File: config.mk
export PLATFORM = sky130hd
export DESIGN_NAME = spwm_sequencer_flat
export DESIGN_NICKNAME = d
export VERILOG_FILES = /design/src/rtl/spwm_if.sv /design/src/rtl/spwm_sequencer.sv /design/src/flat_wrapper.sv
export SDC_FILE = /design/constraint.sdc
export NUM_CORES = 1
export LEC_CHECK = 0
export ABC_AREA = 1
export CELL_PAD_IN_SITES_DETAIL_PLACEMENT = 1
export CELL_PAD_IN_SITES_GLOBAL_PLACEMENT = 1
export CORE_MARGIN = 8
export CORE_UTILIZATION = 47
export DETAILED_ROUTE_END_ITERATION = 10
export GPL_ROUTABILITY_DRIVEN = 0
export PLACE_DENSITY_LB_ADDON = 0.1
export SLEW_MARGIN = 20
export SYNTH_ARGS = -nofsm -noshare
export SYNTH_HDL_FRONTEND = slang
export SYNTH_SLANG_ARGS = --single-unit
File: constraint.sdc
create_clock -name clk -period 11.85 [get_ports clk]
set_input_delay 2.9625 -clock clk [delete_from_list [all_inputs] [get_ports clk]]
set_output_delay 2.9625 -clock clk [all_outputs]
set_load 0.02 [all_outputs]
File: src/rtl/spwm_if.sv
// Control, index and gate-drive bundle for the SPWM sequencer.
// The master side drives commands and comparator bits; the slave side drives gates.
interface spwm_if #(
  parameter int WIDTH = 12
);
  logic             start;
  logic             stop;
  logic             fault_in;
  logic             clear_fault;
  logic [WIDTH-1:0] m_target;
  logic             carrier_peak;
  logic             raw_a;
  logic             raw_b;
  logic             raw_c;
  logic [WIDTH-1:0] m_index;
  logic             gate_ah;
  logic             gate_al;
  logic             gate_bh;
  logic             gate_bl;
  logic             gate_ch;
  logic             gate_cl;
  logic [2:0]       state;
  logic             fault_latched;

  modport master (
    output start, stop, fault_in, clear_fault,
    output m_target, carrier_peak,
    output raw_a, raw_b, raw_c,
    input  m_index, state, fault_latched,
    input  gate_ah, gate_al, gate_bh,
    input  gate_bl, gate_ch, gate_cl
  );

  modport slave (
    input  start, stop, fault_in, clear_fault,
    input  m_target, carrier_peak,
    input  raw_a, raw_b, raw_c,
    output m_index, state, fault_latched,
    output gate_ah, gate_al, gate_bh,
    output gate_bl, gate_ch, gate_cl
  );
endinterface

File: src/rtl/spwm_sequencer.sv
// Run/fault sequencer for 3-phase SPWM: precharge, soft ramp, stop, fault.
// Conditions comparator outputs into complementary gates with dead time.
module spwm_sequencer #(
  parameter int WIDTH            = 12,
  parameter int DEADTIME         = 8,
  parameter int PRECHARGE_CYCLES = 1024,
  parameter int RAMP_STEP        = 16
) (
  input logic  clk,
  input logic  rst_n,
  spwm_if.slave bus
);

  typedef enum logic [2:0] {
    S_IDLE  = 3'd0,
    S_PRE   = 3'd1,
    S_RAMP  = 3'd2,
    S_RUN   = 3'd3,
    S_STOP  = 3'd4,
    S_FAULT = 3'd5
  } state_t;

  localparam int PW =
    (PRECHARGE_CYCLES > 1) ? $clog2(PRECHARGE_CYCLES) : 1;
  localparam int CW =
    (DEADTIME > 0) ? $clog2(DEADTIME + 1) : 1;
  localparam logic [WIDTH-1:0] STEP = WIDTH'(RAMP_STEP);
  localparam logic [PW-1:0] PRE_LOAD = PW'(PRECHARGE_CYCLES - 1);
  localparam logic [CW-1:0] DT_LOAD = CW'(DEADTIME);

  state_t           state_q, state_d;
  logic [WIDTH-1:0] idx_q, idx_d;
  logic [PW-1:0]    pcnt_q, pcnt_d;
  logic             f_meta, fault_s;

  logic [WIDTH-1:0] toward, down;
  logic [2:0]       raw, req, prev, gh, gl;
  logic [CW-1:0]    cnt [3];
  logic             forced;

  // Slew-limited step toward the target; never passes it.
  function automatic logic [WIDTH-1:0] slew(
    input logic [WIDTH-1:0] cur,
    input logic [WIDTH-1:0] tgt
  );
    logic [WIDTH-1:0] d;
    if (cur < tgt) begin
      d = tgt - cur;
      return cur + ((d > STEP) ? STEP : d);
    end else begin
      d = cur - tgt;
      return cur - ((d > STEP) ? STEP : d);
    end
  endfunction

  assign toward = slew(idx_q, bus.m_target);
  assign down   = idx_q - ((idx_q > STEP) ? STEP : idx_q);

  // Two-flop synchroniser for the external fault.
  always_ff @(posedge clk or negedge rst_n) begin
    if (!rst_n) begin
      f_meta  <= 1'b0;
      fault_s <= 1'b0;
    end else begin
      f_meta  <= bus.fault_in;
      fault_s <= f_meta;
    end
  end

  // Next state, index and precharge count; fault overrides everything.
  always_comb begin
    state_d = state_q;
    idx_d   = idx_q;
    pcnt_d  = pcnt_q;
    if (fault_s) begin
      state_d = S_FAULT;
      idx_d   = '0;
    end else begin
      unique case (state_q)
        S_IDLE: begin
          idx_d = '0;
          if (bus.start && !bus.stop) begin
            state_d = S_PRE;
            pcnt_d  = PRE_LOAD;
          end
        end
        S_PRE: begin
          if (bus.stop)
            state_d = S_STOP;
          else if (pcnt_q == '0)
            state_d = S_RAMP;
          else
            pcnt_d = pcnt_q - 1'b1;
        end
        S_RAMP: begin
          if (bus.stop) begin
            state_d = S_STOP;
          end else if (bus.carrier_peak) begin
            idx_d = toward;
            if (toward == bus.m_target)
              state_d = S_RUN;
          end
        end
        S_RUN: begin
          if (bus.stop)
            state_d = S_STOP;
          else if (bus.carrier_peak)
            idx_d = toward;
        end
        S_STOP: begin
          if (bus.carrier_peak) begin
            idx_d = down;
            if (down == '0)
              state_d = S_IDLE;
          end
        end
        S_FAULT: begin
          idx_d = '0;
          if (bus.clear_fault)
            state_d = S_IDLE;
        end
        default: begin
          state_d = S_IDLE;
          idx_d   = '0;
        end
      endcase
    end
  end

  // Sequencer state registers.
  always_ff @(posedge clk or negedge rst_n) begin
    if (!rst_n) begin
      state_q <= S_IDLE;
      idx_q   <= '0;
      pcnt_q  <= '0;
    end else begin
      state_q <= state_d;
      idx_q   <= idx_d;
      pcnt_q  <= pcnt_d;
    end
  end

  assign raw = {bus.raw_c, bus.raw_b, bus.raw_a};

  // Precharge asks for low sides; active states pass comparators.
  always_comb begin
    req = '0;
    if (state_q == S_RAMP || state_q == S_RUN ||
        state_q == S_STOP)
      req = raw;
  end

  // Off when sitting in, or about to enter, IDLE or FAULT.
  assign forced = (state_q == S_IDLE) ||
                  (state_q == S_FAULT) ||
                  (state_d == S_IDLE) ||
                  (state_d == S_FAULT);

  // Per-phase dead-time unit; any request change restarts the count.
  always_ff @(posedge clk or negedge rst_n) begin
    if (!rst_n) begin
      prev <= '0;
      gh   <= '0;
      gl   <= '0;
      for (int p = 0; p < 3; p++)
        cnt[p] <= DT_LOAD;
    end else begin
      for (int p = 0; p < 3; p++) begin
        if (forced) begin
          gh[p]   <= 1'b0;
          gl[p]   <= 1'b0;
          cnt[p]  <= DT_LOAD;
          prev[p] <= 1'b0;
        end else if (req[p] != prev[p]) begin
          gh[p]   <= 1'b0;
          gl[p]   <= 1'b0;
          cnt[p]  <= DT_LOAD;
          prev[p] <= req[p];
        end else if (cnt[p] != '0) begin
          gh[p]   <= 1'b0;
          gl[p]   <= 1'b0;
          cnt[p]  <= cnt[p] - 1'b1;
        end else begin
          gh[p]   <= req[p];
          gl[p]   <= ~req[p];
        end
      end
    end
  end

  assign bus.m_index       = idx_q;
  assign bus.state         = state_q;
  assign bus.fault_latched = (state_q == S_FAULT);
  assign bus.gate_ah       = gh[0];
  assign bus.gate_al       = gl[0];
  assign bus.gate_bh       = gh[1];
  assign bus.gate_bl       = gl[1];
  assign bus.gate_ch       = gh[2];
  assign bus.gate_cl       = gl[2];

endmodule

File: src/flat_wrapper.sv
// flat-port wrapper written by rule: the top's interface ports become plain ports
module spwm_sequencer_flat 
#(
  parameter int WIDTH            = 12,
  parameter int DEADTIME         = 8,
  parameter int PRECHARGE_CYCLES = 1024,
  parameter int RAMP_STEP        = 16
)
  (clk, rst_n, bus_start, bus_stop, bus_fault_in, bus_clear_fault, bus_m_target, bus_carrier_peak, bus_raw_a, bus_raw_b, bus_raw_c, bus_m_index, bus_state, bus_fault_latched, bus_gate_ah, bus_gate_al, bus_gate_bh, bus_gate_bl, bus_gate_ch, bus_gate_cl);
  spwm_if #(.WIDTH(WIDTH)) bus_i ();
  input logic clk;
  input logic rst_n;
  input wire logic [$bits(bus_i.start)-1:0] bus_start;
  input wire logic [$bits(bus_i.stop)-1:0] bus_stop;
  input wire logic [$bits(bus_i.fault_in)-1:0] bus_fault_in;
  input wire logic [$bits(bus_i.clear_fault)-1:0] bus_clear_fault;
  input wire logic [$bits(bus_i.m_target)-1:0] bus_m_target;
  input wire logic [$bits(bus_i.carrier_peak)-1:0] bus_carrier_peak;
  input wire logic [$bits(bus_i.raw_a)-1:0] bus_raw_a;
  input wire logic [$bits(bus_i.raw_b)-1:0] bus_raw_b;
  input wire logic [$bits(bus_i.raw_c)-1:0] bus_raw_c;
  output wire logic [$bits(bus_i.m_index)-1:0] bus_m_index;
  output wire logic [$bits(bus_i.state)-1:0] bus_state;
  output wire logic [$bits(bus_i.fault_latched)-1:0] bus_fault_latched;
  output wire logic [$bits(bus_i.gate_ah)-1:0] bus_gate_ah;
  output wire logic [$bits(bus_i.gate_al)-1:0] bus_gate_al;
  output wire logic [$bits(bus_i.gate_bh)-1:0] bus_gate_bh;
  output wire logic [$bits(bus_i.gate_bl)-1:0] bus_gate_bl;
  output wire logic [$bits(bus_i.gate_ch)-1:0] bus_gate_ch;
  output wire logic [$bits(bus_i.gate_cl)-1:0] bus_gate_cl;
  assign bus_i.start = bus_start;
  assign bus_i.stop = bus_stop;
  assign bus_i.fault_in = bus_fault_in;
  assign bus_i.clear_fault = bus_clear_fault;
  assign bus_i.m_target = bus_m_target;
  assign bus_i.carrier_peak = bus_carrier_peak;
  assign bus_i.raw_a = bus_raw_a;
  assign bus_i.raw_b = bus_raw_b;
  assign bus_i.raw_c = bus_raw_c;
  assign bus_m_index = bus_i.m_index;
  assign bus_state = bus_i.state;
  assign bus_fault_latched = bus_i.fault_latched;
  assign bus_gate_ah = bus_i.gate_ah;
  assign bus_gate_al = bus_i.gate_al;
  assign bus_gate_bh = bus_i.gate_bh;
  assign bus_gate_bl = bus_i.gate_bl;
  assign bus_gate_ch = bus_i.gate_ch;
  assign bus_gate_cl = bus_i.gate_cl;
  spwm_sequencer #(.WIDTH(WIDTH), .DEADTIME(DEADTIME), .PRECHARGE_CYCLES(PRECHARGE_CYCLES), .RAMP_STEP(RAMP_STEP)) u_core (.clk(clk), .rst_n(rst_n), .bus(bus_i));
endmodule
==> results by group <==
Global route
  • Busiest layer in global routing: met2
  • First-pass GRT wire length: around 26 mm
  • Total GRT Usage: a little over a fifth
  • GR Util met3: under 10%
  • Pin count of the biggest net entering global routing: ~50
  • Vias in the first global route: 5285
  • Grt total ovfl: 0
  • Met1 usage: 23.6%
  • Initial antenna violation count: 0
  • Met2 usage: 41.6%

Timing
  • Slew @ Worst Pin: around 0.7 ns
  • Tcrit/Tclk final: 74.4%
  • Tmin final: between 8 and 9 ns
  • Setup violators final: 0
  • Max transition margin: 52.8%
  • Slew Viols, Final: 0
  • Setup TNS: 0 ns
  • Clk_skew: 0.00661 ns
  • RSZ-0062 raised after global routing: false
  • Final hold vios: 0
  • Fmax: about 110 MHz

Worst setup path
  • Buf/Inv on CP: 6
  • R2R Setup Slk: about 5.7 ns
  • Critical Path Fanout Max: 18
  • Setup Crit Path Kind: in -> reg
  • Worst R2R Path Depth: 36
  • Critical Path AT: roughly 9 ns
  • Setup crit start kind: input pin
  • Worst EP required: 12.03 ns
  • Most frequent CP cell: nand2_1
  • Crit path max-delay cell type: clkdlybuf4s50_1
  • Endpoint type of the worst setup path: flip-flop
  • Crit. path cell count: 40
  • CP delay by family, top: simple AND/OR/NAND/NOR gates
  • Crit path largest cell delay: about 0.52 ns

Clocking
  • Clk buf depth: 2
  • CTS root buffer: clkbuf_8
  • TritonCTS clock tree: yes
  • CTS resizes: 0
  • CTS buffer count: 5
  • Worst-Skew Late Latency: approximately 0.31 ns
  • H-Tree Depth: 2
  • Reg clk slew, reported paths: ~0.080 ns
  • Setup Fix Bufs, Post-CTS: 0
  • Hold-fix buffers, CTS: 0
  • # clock sinks: 48

Power
  • Clk pwr share: about 14%
  • Power Total: around 0.85 mW
  • Pleak: 2.85 nW
  • Combinational Power Share: 58.6%
  • Sequential share of power: between 20% and 30%
  • Int Power: 0.436 mW
  • Switching Fraction: between 40% and 50%
  • P_sw: ~0.42 mW
  • Pwr Density: between 100 and 150 nW/µm²
  • Maximum vdd drop: between 100 and 150 µV

Route
  • Total Wirelength: around 16 mm
  • DRT Pass-1 Iters: 4
  • DRC viols: 0
  • Routed Antenna Nets: 0
  • Drt first-iter violations: between 100 and 150
  • Via count: 4935
  • Via/cell ratio: ~5.5
  • Mean routed wirelength per cell: between 15 and 20 µm

Die
  • I/O pin total: 44
  • Die ar.: between 10000 and 15000 µm²
  • Core Box Area: around 11000 µm²
  • Initial core utilization: between 40% and 50%
  • Chip Height: roughly 120 µm
  • Row cnt: 38
  • Die width: about 120 µm

Flow run
  • Max_cap viols: 0

Logic synthesis
  • Mapped Cells: 724
  • Sequential area share after synthesis: between 20% and 30%
  • Synth warn: 0
  • Ys async rst share: 100%
  • Post-Syn Area: 5070 µm²
  • Ranking of synthesized cells by area: dfrtp_1, nand2_1, ha_1
  • Synth cell types: 54
  • Synth Register Bits: 48
  • Main synth FF type: dfrtp_1
  • Post-synth EDFFs: 0
  • Top cell type by total area after synthesis: dfrtp_1
  • Syn avg cell area: between 7 and 8 µm²
  • Synth top area share: between 20% and 30%
  • Syn_nets: 790

Layout
  • Layout cells sized above 1: a little over a tenth
  • N_diodes: 0
  • Final nets: between 800 and 900
  • Fillcell total: 1427
  • Area growth from synthesis to layout: 12.1%

Hold path
  • Hold Crit Depth: 0
  • Hold Path Class: reg -> reg

Placed design
  • IO buf count: 43
  • Detailed Place HPWL: about 13 mm

Outcome
  • Status: completed
==> power groups by stage <==
| stage | clock [mW] | combinational [mW] | sequential (mW) |
|---|---|---|---|
| final | 0.118 | 0.499 | 0.235 |
| after global routing | 0.126 | 0.560 | 0.239 |
| after CTS | 0.121 | 0.501 | 0.235 |
| after detailed placement | 0 | 0.498 | 0.238 |
| after global placement | 0 | 0.473 | 0.235 |
| after floorplan | 0 | 0.370 | 0.236 |
==> per-stage QoR <==
| stage | setup WS, ns | std cells | util, % | hold slack (ns) | instance area [µm²] |
|---|---|---|---|---|---|
| after detailed placement | 2.80 | 896 | 52.2 | 0.346 | 5580 |
| after CTS | 3.10 | 904 | 53.2 | 0.365 | 5690 |
| after floorplan | 4.41 | 724 | - | 0.331 | 5070 |
| final | 3.03 | 904 | 53.2 | 0.363 | 5690 |
| after global routing | 2.66 | 904 | 53.2 | 0.373 | 5690 |
| after global placement | 3.04 | 896 | 52.2 | 0.333 | 5580 |
==> layout make-up <==
class	instances	area (µm²)	share of cell area, %
clock buffer	6	72.6	1.28
clock inverter	2	35.0	0.616
inverter	128	480	8.45
multi-input combinational	536	3290	57.8
tap	140	175	3.08
sequential	48	1200	21.2
timing repair buffer	44	433	7.61
==> worst reg2reg max path: cells and delay by family, from the launching register on <==
kind	cells	cell delay [ns]
compound gates	3	0.55
simple gates	25	3.25
xor+xnor	1	0.14
flops	1	0.48
fa+ha+maj	3	1.11
buf+inv	4	0.48
==> Yosys cell counts, drive strengths merged, types with 2 or more instances <==
master	n
nor2	77
nand3	69
nand2	166
o31ai	6
dfrtp	45
nor3	12
xnor2	6
nand4	13
or2	3
a31oi	7
o22ai	11
buf	9
fa	3
a21o	3
nor4	2
nand3b	2
o21ai	43
a21oi	27
o21bai	2
xor2	28
dfstp	3
o211ai	3
inv	127
clkbuf	3
ha	41
==> cells in the final DEF (no fill, tap or decap), types with 27 or more instances in the layout <==
master | netlist | final
nand3_1 | 64 | 64
clkdlybuf4s50_1 | 0 | 42
o21ai_0 | 41 | 41
xor2_1 | 27 | 27
a21oi_1 | 27 | 27
nand2_1 | 142 | 142
inv_1 | 114 | 114
ha_1 | 41 | 41
nor2_1 | 53 | 53
dfrtp_1 | 45 | 45
==> flip-flops by register name (all words and copies together), names as in the netlist <==
register / count
u_core.gl: 3
u_core.bus.m_index: 12
u_core.gh: 3
u_core.f_meta: 1
u_core.fault_s: 1
u_core.cnt: 12
u_core.prev: 3
u_core.bus.state: 3
u_core.pcnt_q: 10
==> cells by family after synthesis <==
logic type               after synthesis  share of synthesized area (%)
AO/OA/AOI/OAI                        110                           12.5
flip-flops                            48                           23.8
XOR/XNOR                              34                           6.02
buffers and inverters                140                           11.4
AND/OR/NAND/NOR                      347                           34.9
adder cells (fa/ha/maj)               44                           11.3
other                                  1                         0.0739
==> metal layers <==
layer / routed length, µm / vias up
li1: - / 2425
met1: 6480 / 2412
met2: 8150 / 66
met3: 341 / 32
met4: 561 / 0
met5: 0 / -
==> final timing paths <==
kind	end	start
setup / recovery	u_core.cnt[1]	bus_m_target[0]
hold / removal	u_core.fault_s	u_core.f_meta
setup reg to reg	u_core.cnt[1]	u_core.bus.m_index[2]
hold reg to reg	u_core.fault_s	u_core.f_meta
max in group asynchronous	u_core.prev[1]	rst_n
min in group asynchronous	u_core.pcnt_q[4]	rst_n
No activity file was read; power rests on OpenSTA's default activity.
